--- config.mk ---
export PLATFORM = sky130hd
export DESIGN_NAME = reg_write_port_arbiter_flat
export DESIGN_NICKNAME = d
export VERILOG_FILES = /design/src/rtl/reg_write_port_arbiter_if.sv /design/src/rtl/reg_write_port_arbiter.sv /design/src/flat_wrapper.sv
export SDC_FILE = /design/constraint.sdc
export NUM_CORES = 1
export LEC_CHECK = 0
export ABC_AREA = 1
export BUFFER_PORTS_ARGS = -buffer_cell sky130_fd_sc_hd__buf_2
export CAP_MARGIN = 20
export CORE_MARGIN = 10
export CORE_UTILIZATION = 43
export DETAILED_ROUTE_END_ITERATION = 12
export GPL_TIMING_DRIVEN = 1
export PLACE_DENSITY = 0.79
export SYNTH_ARGS = -nofsm -noshare
export SYNTH_HDL_FRONTEND = slang
export SYNTH_SLANG_ARGS = --single-unit
--- constraint.sdc ---
create_clock -name clk -period 1.5 [get_ports clk]
set_input_delay 0.375 -clock clk [delete_from_list [all_inputs] [get_ports clk]]
set_output_delay 0.375 -clock clk [all_outputs]
set_load 0.01 [all_outputs]
--- src/rtl/reg_write_port_arbiter_if.sv ---
// Bundle for the register-file write-port front end.
// The master side is the set of writeback requesters; the slave side is the
// arbiter, which also drives the registered write port toward the bank.
//
// Handshake (valid/ready): channel i transfers in a cycle where
// wr_valid_i[i] & wr_ready_o[i] are both 1. Once wr_valid_i[i] is raised, the
// requester keeps it, its address and its data stable until that transfer.
// wr_ready_o is combinational, never 1 without the matching valid, and at most
// one bit is set per cycle.
interface reg_write_port_arbiter_if #(
  parameter int WORD_LENGTH = 32,
  parameter int BITS        = 5,
  parameter int NUM_REGS    = 32,
  parameter int CHANNELS    = 2
);

  // requester side
  logic [CHANNELS-1:0]             wr_valid_i;
  logic [CHANNELS*BITS-1:0]        wr_addr_i;
  logic [CHANNELS*WORD_LENGTH-1:0] wr_data_i;
  logic [CHANNELS-1:0]             wr_ready_o;

  // registered write port toward the register bank
  logic [NUM_REGS-1:0]             we_o;
  logic [BITS-1:0]                 waddr_o;
  logic [WORD_LENGTH-1:0]          wdata_o;
  logic                            wr_fire_o;
  logic                            drop_o;

  modport master (
    output wr_valid_i, wr_addr_i, wr_data_i,
    input  wr_ready_o, we_o, waddr_o, wdata_o, wr_fire_o, drop_o
  );

  modport slave (
    input  wr_valid_i, wr_addr_i, wr_data_i,
    output wr_ready_o, we_o, waddr_o, wdata_o, wr_fire_o, drop_o
  );

endinterface

--- src/rtl/reg_write_port_arbiter.sv ---
// Register-file write-port front end.
// Picks one of CHANNELS write requesters per cycle (fixed priority or
// round-robin), decodes the winning address into a one-hot per-register write
// enable and registers enable, address and data one cycle later.
// Requests that cannot produce an enable (register 0 when it is read-only, or
// an address past the implemented registers) are still consumed and flagged
// on drop_o so a writer is never stalled by a bad address.
module reg_write_port_arbiter #(
  parameter int WORD_LENGTH       = 32,
  parameter int BITS              = 5,
  parameter int NUM_REGS          = 32,
  parameter int CHANNELS          = 2,
  parameter int ARB_MODE          = 0,
  parameter int ZERO_REG_WRITABLE = 0
) (
  input  logic                   clk,
  input  logic                   reset,
  reg_write_port_arbiter_if.slave bus
);

  localparam int PTR_W = (CHANNELS > 1) ? $clog2(CHANNELS) : 1;

  // (base + offs) mod CHANNELS, for base < CHANNELS and offs <= CHANNELS
  function automatic logic [PTR_W-1:0] wrap_idx(input int base, input int offs);
    int s;
    s = base + offs;
    if (s >= CHANNELS) s = s - CHANNELS;
    return PTR_W'(s);
  endfunction

  // round-robin search start; unused (held at 0) in fixed-priority mode
  logic [PTR_W-1:0]       rr_ptr;

  // arbitration results
  logic                   found;
  logic [PTR_W-1:0]       winner;
  logic [PTR_W-1:0]       idx;
  logic [CHANNELS-1:0]    grant;

  // selected request and its decode
  logic [BITS-1:0]        sel_addr;
  logic [WORD_LENGTH-1:0] sel_data;
  logic                   addr_en;
  logic [NUM_REGS-1:0]    dec;

  // registered write port
  logic [NUM_REGS-1:0]    we_q;
  logic [BITS-1:0]        waddr_q;
  logic [WORD_LENGTH-1:0] wdata_q;
  logic                   fire_q;
  logic                   drop_q;

  // Arbitration: choose at most one valid channel; nothing is granted while
  // reset is high so requests pending in that cycle stay pending.
  always_comb begin
    found  = 1'b0;
    winner = '0;
    idx    = '0;
    grant  = '0;
    if (!reset) begin
      if (ARB_MODE == 0) begin
        for (int i = 0; i < CHANNELS; i++) begin
          if (!found && bus.wr_valid_i[i]) begin
            found  = 1'b1;
            winner = PTR_W'(i);
          end
        end
      end else begin
        for (int k = 0; k < CHANNELS; k++) begin
          idx = wrap_idx(int'(rr_ptr), k);
          if (!found && bus.wr_valid_i[idx]) begin
            found  = 1'b1;
            winner = idx;
          end
        end
      end
      if (found) grant[winner] = 1'b1;
    end
  end

  assign bus.wr_ready_o = grant;

  // Select the granted channel's address/data and decode the write enable.
  always_comb begin
    sel_addr = '0;
    sel_data = '0;
    for (int i = 0; i < CHANNELS; i++) begin
      if (grant[i]) begin
        sel_addr = bus.wr_addr_i[i*BITS +: BITS];
        sel_data = bus.wr_data_i[i*WORD_LENGTH +: WORD_LENGTH];
      end
    end
    // register 0 is hard-wired unless explicitly made writable
    addr_en = (int'(sel_addr) < NUM_REGS) &&
              ((ZERO_REG_WRITABLE != 0) || (sel_addr != '0));
    dec = '0;
    for (int r = 0; r < NUM_REGS; r++) begin
      dec[r] = addr_en && (int'(sel_addr) == r);
    end
  end

  // Round-robin pointer: advance past the winner on every grant.
  always_ff @(posedge clk) begin
    if (reset) begin
      rr_ptr <= '0;
    end else if (found && (ARB_MODE != 0)) begin
      rr_ptr <= wrap_idx(int'(winner), 1);
    end
  end

  // Output registers: pulse enable/fire/drop for one cycle per transfer;
  // address and data hold their last accepted values between transfers.
  always_ff @(posedge clk) begin
    if (reset) begin
      we_q    <= '0;
      waddr_q <= '0;
      wdata_q <= '0;
      fire_q  <= 1'b0;
      drop_q  <= 1'b0;
    end else if (found) begin
      we_q    <= dec;
      waddr_q <= sel_addr;
      wdata_q <= sel_data;
      fire_q  <= 1'b1;
      drop_q  <= ~addr_en;
    end else begin
      we_q    <= '0;
      fire_q  <= 1'b0;
      drop_q  <= 1'b0;
    end
  end

  assign bus.we_o      = we_q;
  assign bus.waddr_o   = waddr_q;
  assign bus.wdata_o   = wdata_q;
  assign bus.wr_fire_o = fire_q;
  assign bus.drop_o    = drop_q;

endmodule

--- src/flat_wrapper.sv ---
// flat-port wrapper written by rule: the top's interface ports become plain ports
module reg_write_port_arbiter_flat 
#(
  parameter int WORD_LENGTH       = 32,
  parameter int BITS              = 5,
  parameter int NUM_REGS          = 32,
  parameter int CHANNELS          = 2,
  parameter int ARB_MODE          = 0,
  parameter int ZERO_REG_WRITABLE = 0
)
  (clk, reset, bus_wr_valid_i, bus_wr_addr_i, bus_wr_data_i, bus_wr_ready_o, bus_we_o, bus_waddr_o, bus_wdata_o, bus_wr_fire_o, bus_drop_o);
  reg_write_port_arbiter_if #(.WORD_LENGTH(WORD_LENGTH), .BITS(BITS), .NUM_REGS(NUM_REGS), .CHANNELS(CHANNELS)) bus_i ();
  input  logic clk;
  input  logic reset;
  input wire logic [$bits(bus_i.wr_valid_i)-1:0] bus_wr_valid_i;
  input wire logic [$bits(bus_i.wr_addr_i)-1:0] bus_wr_addr_i;
  input wire logic [$bits(bus_i.wr_data_i)-1:0] bus_wr_data_i;
  output wire logic [$bits(bus_i.wr_ready_o)-1:0] bus_wr_ready_o;
  output wire logic [$bits(bus_i.we_o)-1:0] bus_we_o;
  output wire logic [$bits(bus_i.waddr_o)-1:0] bus_waddr_o;
  output wire logic [$bits(bus_i.wdata_o)-1:0] bus_wdata_o;
  output wire logic [$bits(bus_i.wr_fire_o)-1:0] bus_wr_fire_o;
  output wire logic [$bits(bus_i.drop_o)-1:0] bus_drop_o;
  assign bus_i.wr_valid_i = bus_wr_valid_i;
  assign bus_i.wr_addr_i = bus_wr_addr_i;
  assign bus_i.wr_data_i = bus_wr_data_i;
  assign bus_wr_ready_o = bus_i.wr_ready_o;
  assign bus_we_o = bus_i.we_o;
  assign bus_waddr_o = bus_i.waddr_o;
  assign bus_wdata_o = bus_i.wdata_o;
  assign bus_wr_fire_o = bus_i.wr_fire_o;
  assign bus_drop_o = bus_i.drop_o;
  reg_write_port_arbiter #(.WORD_LENGTH(WORD_LENGTH), .BITS(BITS), .NUM_REGS(NUM_REGS), .CHANNELS(CHANNELS), .ARB_MODE(ARB_MODE), .ZERO_REG_WRITABLE(ZERO_REG_WRITABLE)) u_core (.clk(clk), .reset(reset), .bus(bus_i));
endmodule
==> impl_metrics.csv <==
group,metric,value,unit
outcome,status,"completed",
sta,tns,0,ps
power,ir_drop,0.000552,V
setup_path,critPathArrivalTime,1010,ps
layout,mostFrequentLayoutCell,"buf_2",
clock_network,clk_latency,330,ps
clock_network,cts_tree,"built",
clock_network,cts_buffers,9,
clock_network,cts.hold.buffers_added,0,
layout,drive_above_1_share,0.426,
run,drv_cap,0,
clock_network,cts_max_level,3,
synth,syn-num-nets,396,
route,dr.pass1.iters,4,
power,pwr-share-clk,0.341,
power,fin_total_pwr,3.76,mW
setup_path,cp_data_required_time,1120,ps
global_routing,grt_pass1_wl,13000,um
synth,syn_area,2570,um^2
floorplan,die-area,9470,um^2
setup_path,critPathCaptureType,"output port",
power,internal-power,2.75,mW
global_routing,grt_max_degree,33,
layout,finalNetCount,552,
setup_path,crit_top_cell,"buf_2",
global_routing,antenna_found_initial,0,
place,dp_slack,42.2,ps
route,vias,2612,
floorplan,chipHeight,97.3,um
setup_path,cp.depth,5,
synth,ys_ff_latch,70,
route,wire_per_inst,14.6,um
setup_path,cpLargestDelayFamily,"buffers and inverters",
layout,final_cell_mix,"buf_2 (149), nand2_1 (122), dfxtp_1 (70)",
route,drt_wl_total,8060,um
clock_network,cts_buffer_depth,2,
synth,synth_cells,318,
synth,synth_seq_area_share,0.545,
layout,seq_area,1400,um^2
route,drt_iter0_markers,137,
route,vias_per_cell,4.71,
layout,multi_input_comb_area,1020,um^2
power,switching_share,0.270,
floorplan,ios,151,
layout,diodes,0,
setup_path,critical_path_buf_inv_count,4,
setup_path,critPathKind,"input port to output port",
global_routing,grt_usage,0.165,
power,p_seq_frac,0.524,
place,gp_congestion,0.823,
route,detail-route-antenna-nets,0,
setup_path,crit_fanout,5,
sta,post-route-period-util,0.924,
synth,yosysWarnings,0,
setup_path,crit_chain,"buf_2 -> inv_2 -> nor2_4 -> buf_4 -> buf_2",
sta,min_period,1390,ps
floorplan,start_util,0.439,
global_routing,overflow,0,
place,place_hpwl,6510,um
hold_path,min_path_type,"input port to flip-flop",
sta,rsz0062_at_grt,"false",
floorplan,core,5850,um^2
clock_network,cts-root-buf,"clkbuf_8",
setup_path,r2r_cells,2,
sta,fin_skew,0,ps
sta,holdWs,295,ps
global_routing,grt_pass1_vias,2721,
clock_network,post_cts_resized,0,
sta,setup_ws,114,ps
sta,drv_slew,0,
layout,fillers,550,
route,post-route-drc-count,0,
sta,setup_viol,0,
power,powerDensity,1050,nW/um^2
synth,synth.distinct_cells,18,
clock_network,clk_pin_slew_worst_paths,80,ps
sta,finalHoldViolCount,0,
layout,final_util,0.614,
power,power.switching,1.02,mW
setup_path,slowest_delay,150,ps
power,leakagePower,1.79,nW
synth,syn_area_per_cell,8.09,um^2
layout,areaGrowthSynthToFinish,39.7,%
place,io_buffers,149,
sta,fmax,0.721,GHz
floorplan,num_rows,28,
clock_network,cts.sinks,70,
floorplan,die_x,97.3,um
setup_path,start_kind,"input port",
hold_path,hold_depth,3,
setup_path,cp_slowest_cell,"nor2_4",
power,comb_power_share,0.136,
-- path summary, 6_finish.rpt --
path	startpoint	endpoint	slack (ps)
worst max-delay path	bus_wr_valid_i[0]	bus_wr_ready_o[0]	110
worst min-delay path	bus_wr_data_i[50]	u_core.bus.wdata_o[18]	290
worst max register to register	u_core.bus.wdata_o[11]	u_core.bus.wdata_o[11]	840
worst min register to register	u_core.bus.wdata_o[1]	u_core.bus.wdata_o[1]	480
-- flip-flops by register name, indices dropped and copies added (netlist names) --
signal	cells
u_core.bus.wdata_o	32
u_core.bus.drop_o	1
u_core.bus.we_o	31
u_core.bus.wr_fire_o	1
u_core.bus.waddr_o	5
-- layout make-up --
class                           count  share of cell area
Timing Repair Buffer              162               0.238
Clock inverter                      6              0.0108
Inverter                           15              0.0157
Sequential cell                    70               0.390
Multi-Input combinational cell    216               0.284
Clock buffer                       10              0.0355
Tap cell                           75              0.0261
-- kinds of logic after synthesis --
kind of cell,count (synthesis),synth area share
buffers and inverters,32,0.0589
flip-flops,70,0.545
AO/OA/AOI/OAI,37,0.0929
other,1,0.00146
AND/OR/NAND/NOR,178,0.302
-- per-stage QoR --
stage               instance area [um^2]  cells
finish                              3590    554
global route                        3590    554
CTS                                 3580    553
detailed placement                  3420    537
global placement                    3420    537
floorplan                           2570    318
-- layer usage --
metal | up-vias | wire, um | track usage
met5 | - | 0 | 0
met4 | 0 | 152 | 0.0671
met1 | 1151 | 3300 | 0.186
li1 | 1321 | - | -
met2 | 128 | 3730 | 0.262
met3 | 12 | 882 | 0.0789
-- power groups by stage --
stage	sequential, mW	clock, mW	combinational [mW]
floorplan	2.05	0	0.227
global placement	2.01	0	0.508
detailed placement	2.01	0	0.516
CTS	1.97	1.32	0.516
global route	1.98	1.40	0.568
finish	1.97	1.28	0.511
-- Yosys cell counts --
| cell | count | area share |
|---|---|---|
| inv_2 | 9 | 0.013 |
| buf_6 | 2 | 0.0088 |
| nand2_2 | 7 | 0.017 |
| conb_1 | 1 | 0.0015 |
| o211ai_1 | 4 | 0.012 |
| a31oi_1 | 32 | 0.078 |
| nor2_4 | 7 | 0.031 |
| nand2_1 | 122 | 0.18 |
| nor2_1 | 35 | 0.051 |
| clkbuf_1 | 4 | 0.0058 |
| o21ai_2 | 1 | 0.0034 |
| dfxtp_1 | 70 | 0.55 |
| nand2_4 | 2 | 0.0088 |
| nor3_4 | 1 | 0.0063 |
| nand4_1 | 4 | 0.0097 |
| inv_1 | 6 | 0.0088 |
| buf_2 | 10 | 0.019 |
| buf_4 | 1 | 0.0029 |
-- worst register-to-register path, delay by kind of cell (launching register included) --
kind	cells	cell delay [ps]
and+or+nand+nor	1	70
AOI/OAI and AO/OA	1	150
DFF	1	370
-- what timing repair did --
item | CTS | global route
endpoints found under the hold margin | 0 | 0
endpoints found under the setup margin | 0 | 1
setup buffers | 0 | 1
Note: power is estimated with default switching activity, not from simulation.
